$ cat src/rtl/fp_norm_round_if.sv
// Handshake and data bundle between addsub_block and fp_norm_round.
interface fp_norm_round_if #(
   parameter int MANT_W = 24,
   parameter int EXP_W  = 8
);
   logic              in_valid;
   logic              in_ready;
   logic [MANT_W-1:0] sum_in;
   logic              c_out_in;
   logic [EXP_W-1:0]  exp_in;
   logic              sign_in;
   logic [2:0]        grs_in;
   logic              out_valid;
   logic              out_ready;
   logic [31:0]       result;
   logic              overflow;
   logic              zero;

   modport master (
      output in_valid, sum_in, c_out_in, exp_in, sign_in, grs_in, out_ready,
      input  in_ready, out_valid, result, overflow, zero
   );

   modport slave (
      input  in_valid, sum_in, c_out_in, exp_in, sign_in, grs_in, out_ready,
      output in_ready, out_valid, result, overflow, zero
   );
endinterface

$ cat src/rtl/fp_norm_round.sv
// Iterative normaliser and round-to-nearest-even stage for the FPU add/sub
// path; packs an IEEE-754 single-precision result with overflow/zero flags.
module fp_norm_round #(
   parameter int MANT_W = 24,
   parameter int EXP_W  = 8,
   parameter int BIAS   = 127
) (
   input logic             clk,
   input logic             rst,
   fp_norm_round_if.slave  bus
);
   localparam int MW = MANT_W + 4;   // {carry, sum, g, r, s}
   localparam int HB = MANT_W + 2;   // hidden-bit position
   localparam int EW = EXP_W + 2;    // signed working exponent

   localparam logic signed [EW-1:0] E_ONE = EW'(1);
   localparam logic signed [EW-1:0] E_INF = EW'(2 * BIAS + 1);

   typedef enum logic [1:0] {IDLE, NORM, ROUND, DONE} state_t;

   state_t                  state;
   logic [MW-1:0]           m;
   logic signed [EW-1:0]    e;
   logic                    sign;

   logic [MW-1:0]           m_ld;
   logic signed [EW-1:0]    e_ld;
   logic [MW-1:0]           m_n;
   logic signed [EW-1:0]    e_n;
   logic                    rnd_up;
   logic [MANT_W:0]         inc;
   logic [MANT_W-1:0]       mant;
   logic signed [EW-1:0]    e_r;
   logic                    ovf_r;
   logic [31:0]             res_r;

   function automatic logic needs_shift(input logic [MW-1:0] mv,
                                        input logic signed [EW-1:0] ev);
      return mv[MW-1] | (~mv[HB] & (ev > E_ONE));
   endfunction

   assign m_ld = {bus.c_out_in, bus.sum_in, bus.grs_in};
   assign e_ld = {{(EW-EXP_W){1'b0}}, bus.exp_in};

   // One normalisation step: right shift keeping sticky, else left shift while exponent allows.
   always_comb begin
      m_n = m;
      e_n = e;
      if (m[MW-1]) begin
         m_n = {1'b0, m[MW-1:2], m[1] | m[0]};
         e_n = e + E_ONE;
      end else if (!m[HB] && (e > E_ONE)) begin
         m_n = m << 1;
         e_n = e - E_ONE;
      end
   end

   // Round to nearest even, renormalise a rounding carry, then pack or saturate.
   always_comb begin
      rnd_up = m[2] & (m[1] | m[0] | m[3]);
      inc    = {1'b0, m[HB:3]} + {{MANT_W{1'b0}}, rnd_up};
      if (inc[MANT_W]) begin
         mant = inc[MANT_W:1];
         e_r  = e + E_ONE;
      end else begin
         mant = inc[MANT_W-1:0];
         e_r  = e;
      end
      ovf_r = (e_r >= E_INF);
      if (ovf_r)
         res_r = {sign, {EXP_W{1'b1}}, {(MANT_W-1){1'b0}}};
      else
         res_r = {sign, (mant[MANT_W-1] ? e_r[EXP_W-1:0] : {EXP_W{1'b0}}),
                  mant[MANT_W-2:0]};
   end

   // Control FSM with registered handshake outputs and result.
   // The next-state test looks at the post-step mantissa, so the cycle that
   // completes normalisation (or an accept needing none) goes straight to ROUND.
   always_ff @(posedge clk) begin
      if (rst) begin
         state         <= IDLE;
         bus.in_ready  <= 1'b1;
         bus.out_valid <= 1'b0;
         bus.result    <= '0;
         bus.overflow  <= 1'b0;
         bus.zero      <= 1'b0;
         m             <= '0;
         e             <= '0;
         sign          <= 1'b0;
      end else begin
         case (state)
            IDLE: begin
               if (bus.in_valid && bus.in_ready) begin
                  m            <= m_ld;
                  e            <= e_ld;
                  sign         <= bus.sign_in;
                  bus.overflow <= 1'b0;
                  bus.zero     <= 1'b0;
                  bus.in_ready <= 1'b0;
                  if (m_ld == '0) begin
                     bus.result    <= '0;
                     bus.zero      <= 1'b1;
                     bus.out_valid <= 1'b1;
                     state         <= DONE;
                  end else if (needs_shift(m_ld, e_ld)) begin
                     state <= NORM;
                  end else begin
                     state <= ROUND;
                  end
               end
            end
            NORM: begin
               m <= m_n;
               e <= e_n;
               if (!needs_shift(m_n, e_n))
                  state <= ROUND;
            end
            ROUND: begin
               bus.result    <= res_r;
               bus.overflow  <= ovf_r;
               bus.out_valid <= 1'b1;
               state         <= DONE;
            end
            DONE: begin
               if (bus.out_ready) begin
                  bus.out_valid <= 1'b0;
                  bus.in_ready  <= 1'b1;
                  state         <= IDLE;
               end
            end
            default: state <= IDLE;
         endcase
      end
   end
endmodule
$ cat src/flat_wrapper.sv
// flat-port wrapper written by rule: the top's interface ports become plain ports
module fp_norm_round_flat 
#(
   parameter int MANT_W = 24,
   parameter int EXP_W  = 8,
   parameter int BIAS   = 127
)
  (clk, rst, bus_in_valid, bus_sum_in, bus_c_out_in, bus_exp_in, bus_sign_in, bus_grs_in, bus_out_ready, bus_in_ready, bus_out_valid, bus_result, bus_overflow, bus_zero);
  fp_norm_round_if #(.MANT_W(MANT_W), .EXP_W(EXP_W)) bus_i ();
  input logic clk;
  input logic rst;
  input wire logic [$bits(bus_i.in_valid)-1:0] bus_in_valid;
  input wire logic [$bits(bus_i.sum_in)-1:0] bus_sum_in;
  input wire logic [$bits(bus_i.c_out_in)-1:0] bus_c_out_in;
  input wire logic [$bits(bus_i.exp_in)-1:0] bus_exp_in;
  input wire logic [$bits(bus_i.sign_in)-1:0] bus_sign_in;
  input wire logic [$bits(bus_i.grs_in)-1:0] bus_grs_in;
  input wire logic [$bits(bus_i.out_ready)-1:0] bus_out_ready;
  output wire logic [$bits(bus_i.in_ready)-1:0] bus_in_ready;
  output wire logic [$bits(bus_i.out_valid)-1:0] bus_out_valid;
  output wire logic [$bits(bus_i.result)-1:0] bus_result;
  output wire logic [$bits(bus_i.overflow)-1:0] bus_overflow;
  output wire logic [$bits(bus_i.zero)-1:0] bus_zero;
  assign bus_i.in_valid = bus_in_valid;
  assign bus_i.sum_in = bus_sum_in;
  assign bus_i.c_out_in = bus_c_out_in;
  assign bus_i.exp_in = bus_exp_in;
  assign bus_i.sign_in = bus_sign_in;
  assign bus_i.grs_in = bus_grs_in;
  assign bus_i.out_ready = bus_out_ready;
  assign bus_in_ready = bus_i.in_ready;
  assign bus_out_valid = bus_i.out_valid;
  assign bus_result = bus_i.result;
  assign bus_overflow = bus_i.overflow;
  assign bus_zero = bus_i.zero;
  fp_norm_round #(.MANT_W(MANT_W), .EXP_W(EXP_W), .BIAS(BIAS)) u_core (.clk(clk), .rst(rst), .bus(bus_i));
endmodule
$ cat config.mk
export PLATFORM = sky130hd
export DESIGN_NAME = fp_norm_round_flat
export DESIGN_NICKNAME = d
export VERILOG_FILES = /design/src/rtl/fp_norm_round_if.sv /design/src/rtl/fp_norm_round.sv /design/src/flat_wrapper.sv
export SDC_FILE = /design/constraint.sdc
export NUM_CORES = 1
export LEC_CHECK = 0
export ABC_CLOCK_PERIOD_IN_PS = 3600
export BUFFER_PORTS_ARGS = -buffer_cell sky130_fd_sc_hd__buf_2
export CORE_MARGIN = 4
export CORE_UTILIZATION = 55
export DETAILED_ROUTE_END_ITERATION = 8
export PLACE_DENSITY_LB_ADDON = 0.15
export SYNTH_ARGS = -nofsm -noshare
export SYNTH_HDL_FRONTEND = slang
export SYNTH_SLANG_ARGS = --single-unit
$ cat constraint.sdc
create_clock -name clk -period 3.6 [get_ports clk]
set_clock_uncertainty 0.15 [all_clocks]
set_input_delay 0.72 -clock clk [delete_from_list [all_inputs] [get_ports clk]]
set_output_delay 0.72 -clock clk [all_outputs]
set_load 0.03 [all_outputs]
* After elaboration in Yosys (flattened, before gate mapping)
Cells that the tools add are included.
** Operators by class
- Mux-type cells :: 30
- Reductions and logical operators :: 17
- $lt $le $gt $ge :: 4
- Eq/ne operators :: 8
- Bitwise gates (word level) :: 9
- Add/subtract/negate cells :: 3
** Operator list (count)
- 28-bit two-way mux :: 3
- 32-bit two-way mux :: 2
- 32-bit one-hot mux with 2 select lines :: 1
- 28-bit one-hot mux with 2 select lines :: 1
- 10-bit two-way mux :: 4
- 31-bit two-way mux :: 1
- 28-bit zero test :: 1
- 24-bit by 1-bit adder with 25-bit output :: 1
- 24-bit two-way mux :: 1
- 10-bit by 2-bit greater-than comparator with 1-bit output, second input constant :: 2
- 10-bit one-hot mux with 2 select lines :: 1
- 3-bit AND reduction :: 4
- 10-bit by 2-bit adder with 10-bit output, second input constant :: 1
- 10-bit by 9-bit >= comparator with 1-bit output, second input constant :: 1
- 2-bit two-way mux :: 5
- 10-bit by 2-bit subtractor with 10-bit output, second input constant :: 1
- 8-bit by 1-bit greater-than comparator with 1-bit output, second input constant :: 1
- 8-bit two-way mux :: 1
- 2-bit one-hot mux with 4 select lines :: 1
- 1-bit two-way mux :: 6
- 2-bit AND reduction :: 3
- 2-bit nonzero test :: 3
- 2-bit equality test, second input constant :: 2
- 2-bit by 1-bit != test with 1-bit output, second input constant :: 2
- 13 further kinds :: 22
** Storage, ports and cells
- Logic and storage cells :: 81
- Register bits after elaboration :: 77
- Output and inout bits :: 36
- Bits of input ports :: 41

* Depth between registers and ports, before layout
- Word-level depth :: 9
- Mapped depth :: 11
- Depth with buffers taken out :: 9

* Worst setup path before layout
Ideal clock, no wire load.
- Path type :: reg-to-reg
- Start :: reg u_core.e[0]
- End :: reg u_core.state[0]
- Data arrival time :: 2.473 ns
- Stages on the path, launching flop included :: 11
- Slack :: 0.905 ns
- Library setup time :: 0.072 ns
- Period minus slack after synthesis :: 2.695 ns
- Cells stage by stage :: dfxtp_1 clkbuf_1 inv_1 ha_1 or4b_4 nor3_2 and3b_1 nor3_2 nand4_1 o41ai_2 mux2i_1
** On the way
- Longest elaborated chain between the ends :: 9
- Elaborated cells on any way between the ends :: 14
** Ends and longest elaborated chain
- start: declaration :: RTL line fp_norm_round.sv:23 : logic signed [EW-1:0] e;
- start signal: assignment :: RTL line fp_norm_round.sv:96 : e <= e_ld;
- start signal: assignment :: RTL line fp_norm_round.sv:115 : e <= e_n;
- 10-bit by 2-bit greater-than comparator with 1-bit output :: RTL line fp_norm_round.sv:52 : end else if (!m[HB] && (e > E_ONE)) begin
- 1-bit logical AND :: RTL line fp_norm_round.sv:52
- 10-bit two-way mux / 28-bit two-way mux (equally long branches) :: RTL line fp_norm_round.sv:52
- 10-bit two-way mux / 28-bit two-way mux (equally long branches) :: RTL line fp_norm_round.sv:49 : if (m[MW-1]) begin
- 10-bit by 2-bit greater-than comparator with 1-bit output / 1-bit inverter (equally long branches) :: RTL line fp_norm_round.sv:39 : return mv[MW-1] | (~mv[HB] & (ev > E_ONE));
- 1-bit bitwise AND :: RTL line fp_norm_round.sv:39
- 1-bit OR * :: RTL line fp_norm_round.sv:39
- 2-bit != test (no line) *
- 3-bit AND reduction (no line) *
- end signal: assignment :: RTL line fp_norm_round.sv:82 : state <= IDLE;
- end signal: assignment :: RTL line fp_norm_round.sv:105 : state <= DONE;
- end signal: assignment :: RTL line fp_norm_round.sv:107 : state <= NORM;
- end: declaration :: RTL line fp_norm_round.sv:21 : state_t state;
Every way passes the cells marked *; elsewhere a longest branch is shown, timed or not. The select of a mux whose other input is x is not followed.
A chain may end at the register's enable or synchronous reset.

* Worst setup path in the final report
- Start :: reg u_core.state[1]
- End :: reg u_core.bus.result[14]
** On the way
- Longest elaborated chain between the ends :: 3
- Elaborated cells on any way between the ends :: 7
** Ends and longest elaborated chain
- 2-bit zero test / 2-bit equality test (equally long branches) :: RTL line fp_norm_round.sv:92 : case (state)
- 2-bit by 1-bit != test with 1-bit output (no line) / 2-bit nonzero test (equally long branches)
- 3-bit AND reduction (no line)
- end signal: assignment :: RTL line fp_norm_round.sv:120 : bus.result <= res_r;
- end: declaration :: RTL line fp_norm_round_if.sv:26 : output in_ready, out_valid, result, overflow, zero
Several ways; a longest one is shown, not always the timed one.

==> flow_metrics.tcl <==
set metrics [dict create \
    final_layout_size_suffix_gt1_share_pct 18.92 \
    async_flop_share_pct 0 \
    setup_viol 0 \
    cap_violations 0 \
    fmax_mhz 321.3 \
    endpoint_kind "register" \
    finalCritPeriodShare_pct 86.46 \
    nFillCells 783 \
    synth.avg_cell_area_um2 7.959 \
    ys_seq_area_share_pct 31.34 \
    antenna_found_initial 0 \
    die_x_um 102.6 \
    grt_overflow 0 \
    routed_via_density 6.652 \
    routedWlPerCell_um 19.61 \
    report.final.slew_viol_count 0 \
    required_ps 3700 \
    worst_slew_pin_slew_ps 941.8 \
    syn_nets 668 \
    crit_type "register to register" \
    worstHoldPathType "register to register" \
    rsz0062_at_grt "no" \
    share_comb_of_total_power_pct 45.7 \
    cts_buffers 9 \
    post_cts_resize_count 0 \
    p_int_mw 2.240 \
    cts_tree "yes" \
    synth.largest_area_cell "dfxtp_1" \
    ctsHoldBuffers 0 \
    syn_to_final_growth_pct 12.36 \
    yosys_register_bits 77 \
    synth_edf_count 0 \
    cts_setup_buffers 0 \
    crit_fanout 21 \
    relSlewSlack_pct 36.79 \
    peakVddDrop_uv 533.5 \
    yosys_warnings 0 \
    critPathArrivalTime_ps 3210 \
    power.share.switching_pct 46.31 \
    ys.flop_type "dfxtp_1" \
    power_switching_mw 1.933 \
    die_h_um 102.6 \
    core_area_um2 8721 \
    row_count 34 \
    clk_pin_slew_ps 80 \
    setup_ws_ps 487.3 \
    cts-root-buf "clkbuf_8" \
    synthTopCellsByCount "dfxtp_1, nor2_1, nand2_1" \
    diodes 0 \
    synth_area_leaders "dfxtp_1, a221oi_1, nor2_1" \
    dr.pass1.iters 5 \
    grt_use_total_pct 29.63 \
    h-tree-depth 3 \
    power.static_leakage_nw 2.159 \
    synth_area_um2 4918 \
    nets 711 \
    clk_latency_ps 370 \
    antenna_left 0 \
    hold_violations 0 \
    finalCriticalPeriod_ps 3113 \
    post-synth-top-count-cell "dfxtp_1" \
    yosysUniqueCellTypes 65 \
    tns_ps 0 \
    crit_path_start_kind "register" \
    status "finished, final reports clean" \
    pin_count 77 \
    vias 5149 \
    drc 0 \
    power_mw 4.173 \
    start_util_pct 56.40 \
    io_buffers 76 \
    dieArea_um2 10520 \
    numClockSinks 77 \
    synthCells 618 \
    drt_first_iter_violations 551 \
    synth_largest_type_area_fraction_pct 31.34 \
    clockBufferDepth 2 \
    wirelength_um 15180 \
    place_ws_ps 287.1 \
    place_congestion 0.9595 \
    grt_max_degree 53 \
    grt_pass1_vias 4669 \
    grt_pass1_wl_um 24530 \
    powerDensity_nw_per_um2 755.1 \
    sequentialPowerShare_pct 34.6 \
    pwr-share-clk_pct 19.7 \
    dp_hpwl_um 10750 \
]
worst max-delay path, cell delays in order (launching register included):
cell and delay, ps:
dfxtp_1 350, inv_1 110, ha_1 420, nand3_1 400, nor4_1 680, a21oi_1 100, and2_1 450, a32o_1 340
flip-flops by register name, summed over array words and instances (netlist names):
| register | cells |
|---|---|
| u_core.bus.result | 32 |
| u_core.m | 28 |
| u_core.bus.out_valid | 1 |
| u_core.e | 10 |
| u_core.bus.zero | 1 |
| u_core.bus.in_ready | 1 |
| u_core.sign | 1 |
| u_core.state | 2 |
| u_core.bus.overflow | 1 |
cell usage in the layout (no fill, tap or decap), types with 15 or more instances in the layout:
| master | count |
|---|---|
| a21oi_1 | 32 |
| buf_2 | 76 |
| nor2_1 | 59 |
| dfxtp_1 | 77 |
| xnor2_1 | 15 |
| and3_1 | 33 |
| a221oi_1 | 31 |
| o21ai_1 | 15 |
| nand3_1 | 22 |
| a211oi_1 | 29 |
| nand2_1 | 57 |
path summary, 6_finish.rpt:
check,from,end,slack [ps],cells past startpoint
max,u_core.state[1],u_core.bus.result[14],490,7
min,u_core.bus.result[9],u_core.bus.result[9],300,2
max reg2reg,u_core.state[1],u_core.bus.result[14],490,7
min reg2reg,u_core.bus.result[9],u_core.bus.result[9],300,2
routing by layer:
metal  share of wire, %  vias to the layer above  wire (um)  GRT usage [%]
met5                  0                        -          0              0
met4                1.7                        0        264          9.384
met3                 11                       25       1613          5.413
met2                 44                      312       6643          43.05
met1                 44                     2394       6658          44.30
li1                   -                     2418          -              -
power by group through the flow:
| stage | registers (mW) | logic [mW] | clock network, mW |
|---|---|---|---|
| 6_report | 1.44 | 1.91 | 0.821 |
| 5_1_grt | 1.47 | 2.09 | 0.869 |
| 4_1_cts | 1.42 | 1.87 | 0.827 |
| 3_5_place_dp | 1.44 | 1.86 | 0 |
| 3_3_place_gp | 1.43 | 1.83 | 0 |
| 2_1_floorplan | 1.23 | 1.56 | 0 |
stage by stage:
step	instance area [um^2]	hold slack [ps]	utilization, %	instances
after floorplan	4918	309.9	-	618
after global placement	5279	281.6	60.53	758
after detailed placement	5279	288.3	60.53	758
after CTS	5527	299.2	63.37	774
after global routing	5527	329.9	63.37	774
final	5527	295.2	63.37	774
area by class of cell:
cell class / instances / area [um^2] / share of cell area, %
flip-flops and latches: 77 / 1541 / 27.89
inverters: 16 / 60.06 / 1.087
clock buffers: 11 / 141.4 / 2.558
well taps: 108 / 135.1 / 2.445
multi-input cells: 468 / 3064 / 55.44
repair buffers: 89 / 478.0 / 8.648
clock inverters: 5 / 106.4 / 1.924
kinds of logic (layout without fill, tap and decap cells):
family                   after synthesis  after routing  synth area share (%)
AND/OR/NAND/NOR                      242            242                 25.69
multiplexers                           7              7                 1.450
flip-flops                            77             77                 31.34
XOR/XNOR                              27             27                 4.961
adder cells (fa/ha/maj)                9              9                 2.290
AO/OA/AOI/OAI                        183            183                 27.88
buffers and inverters                 73            121                 6.385
Note: power is estimated with default switching activity, not from simulation.
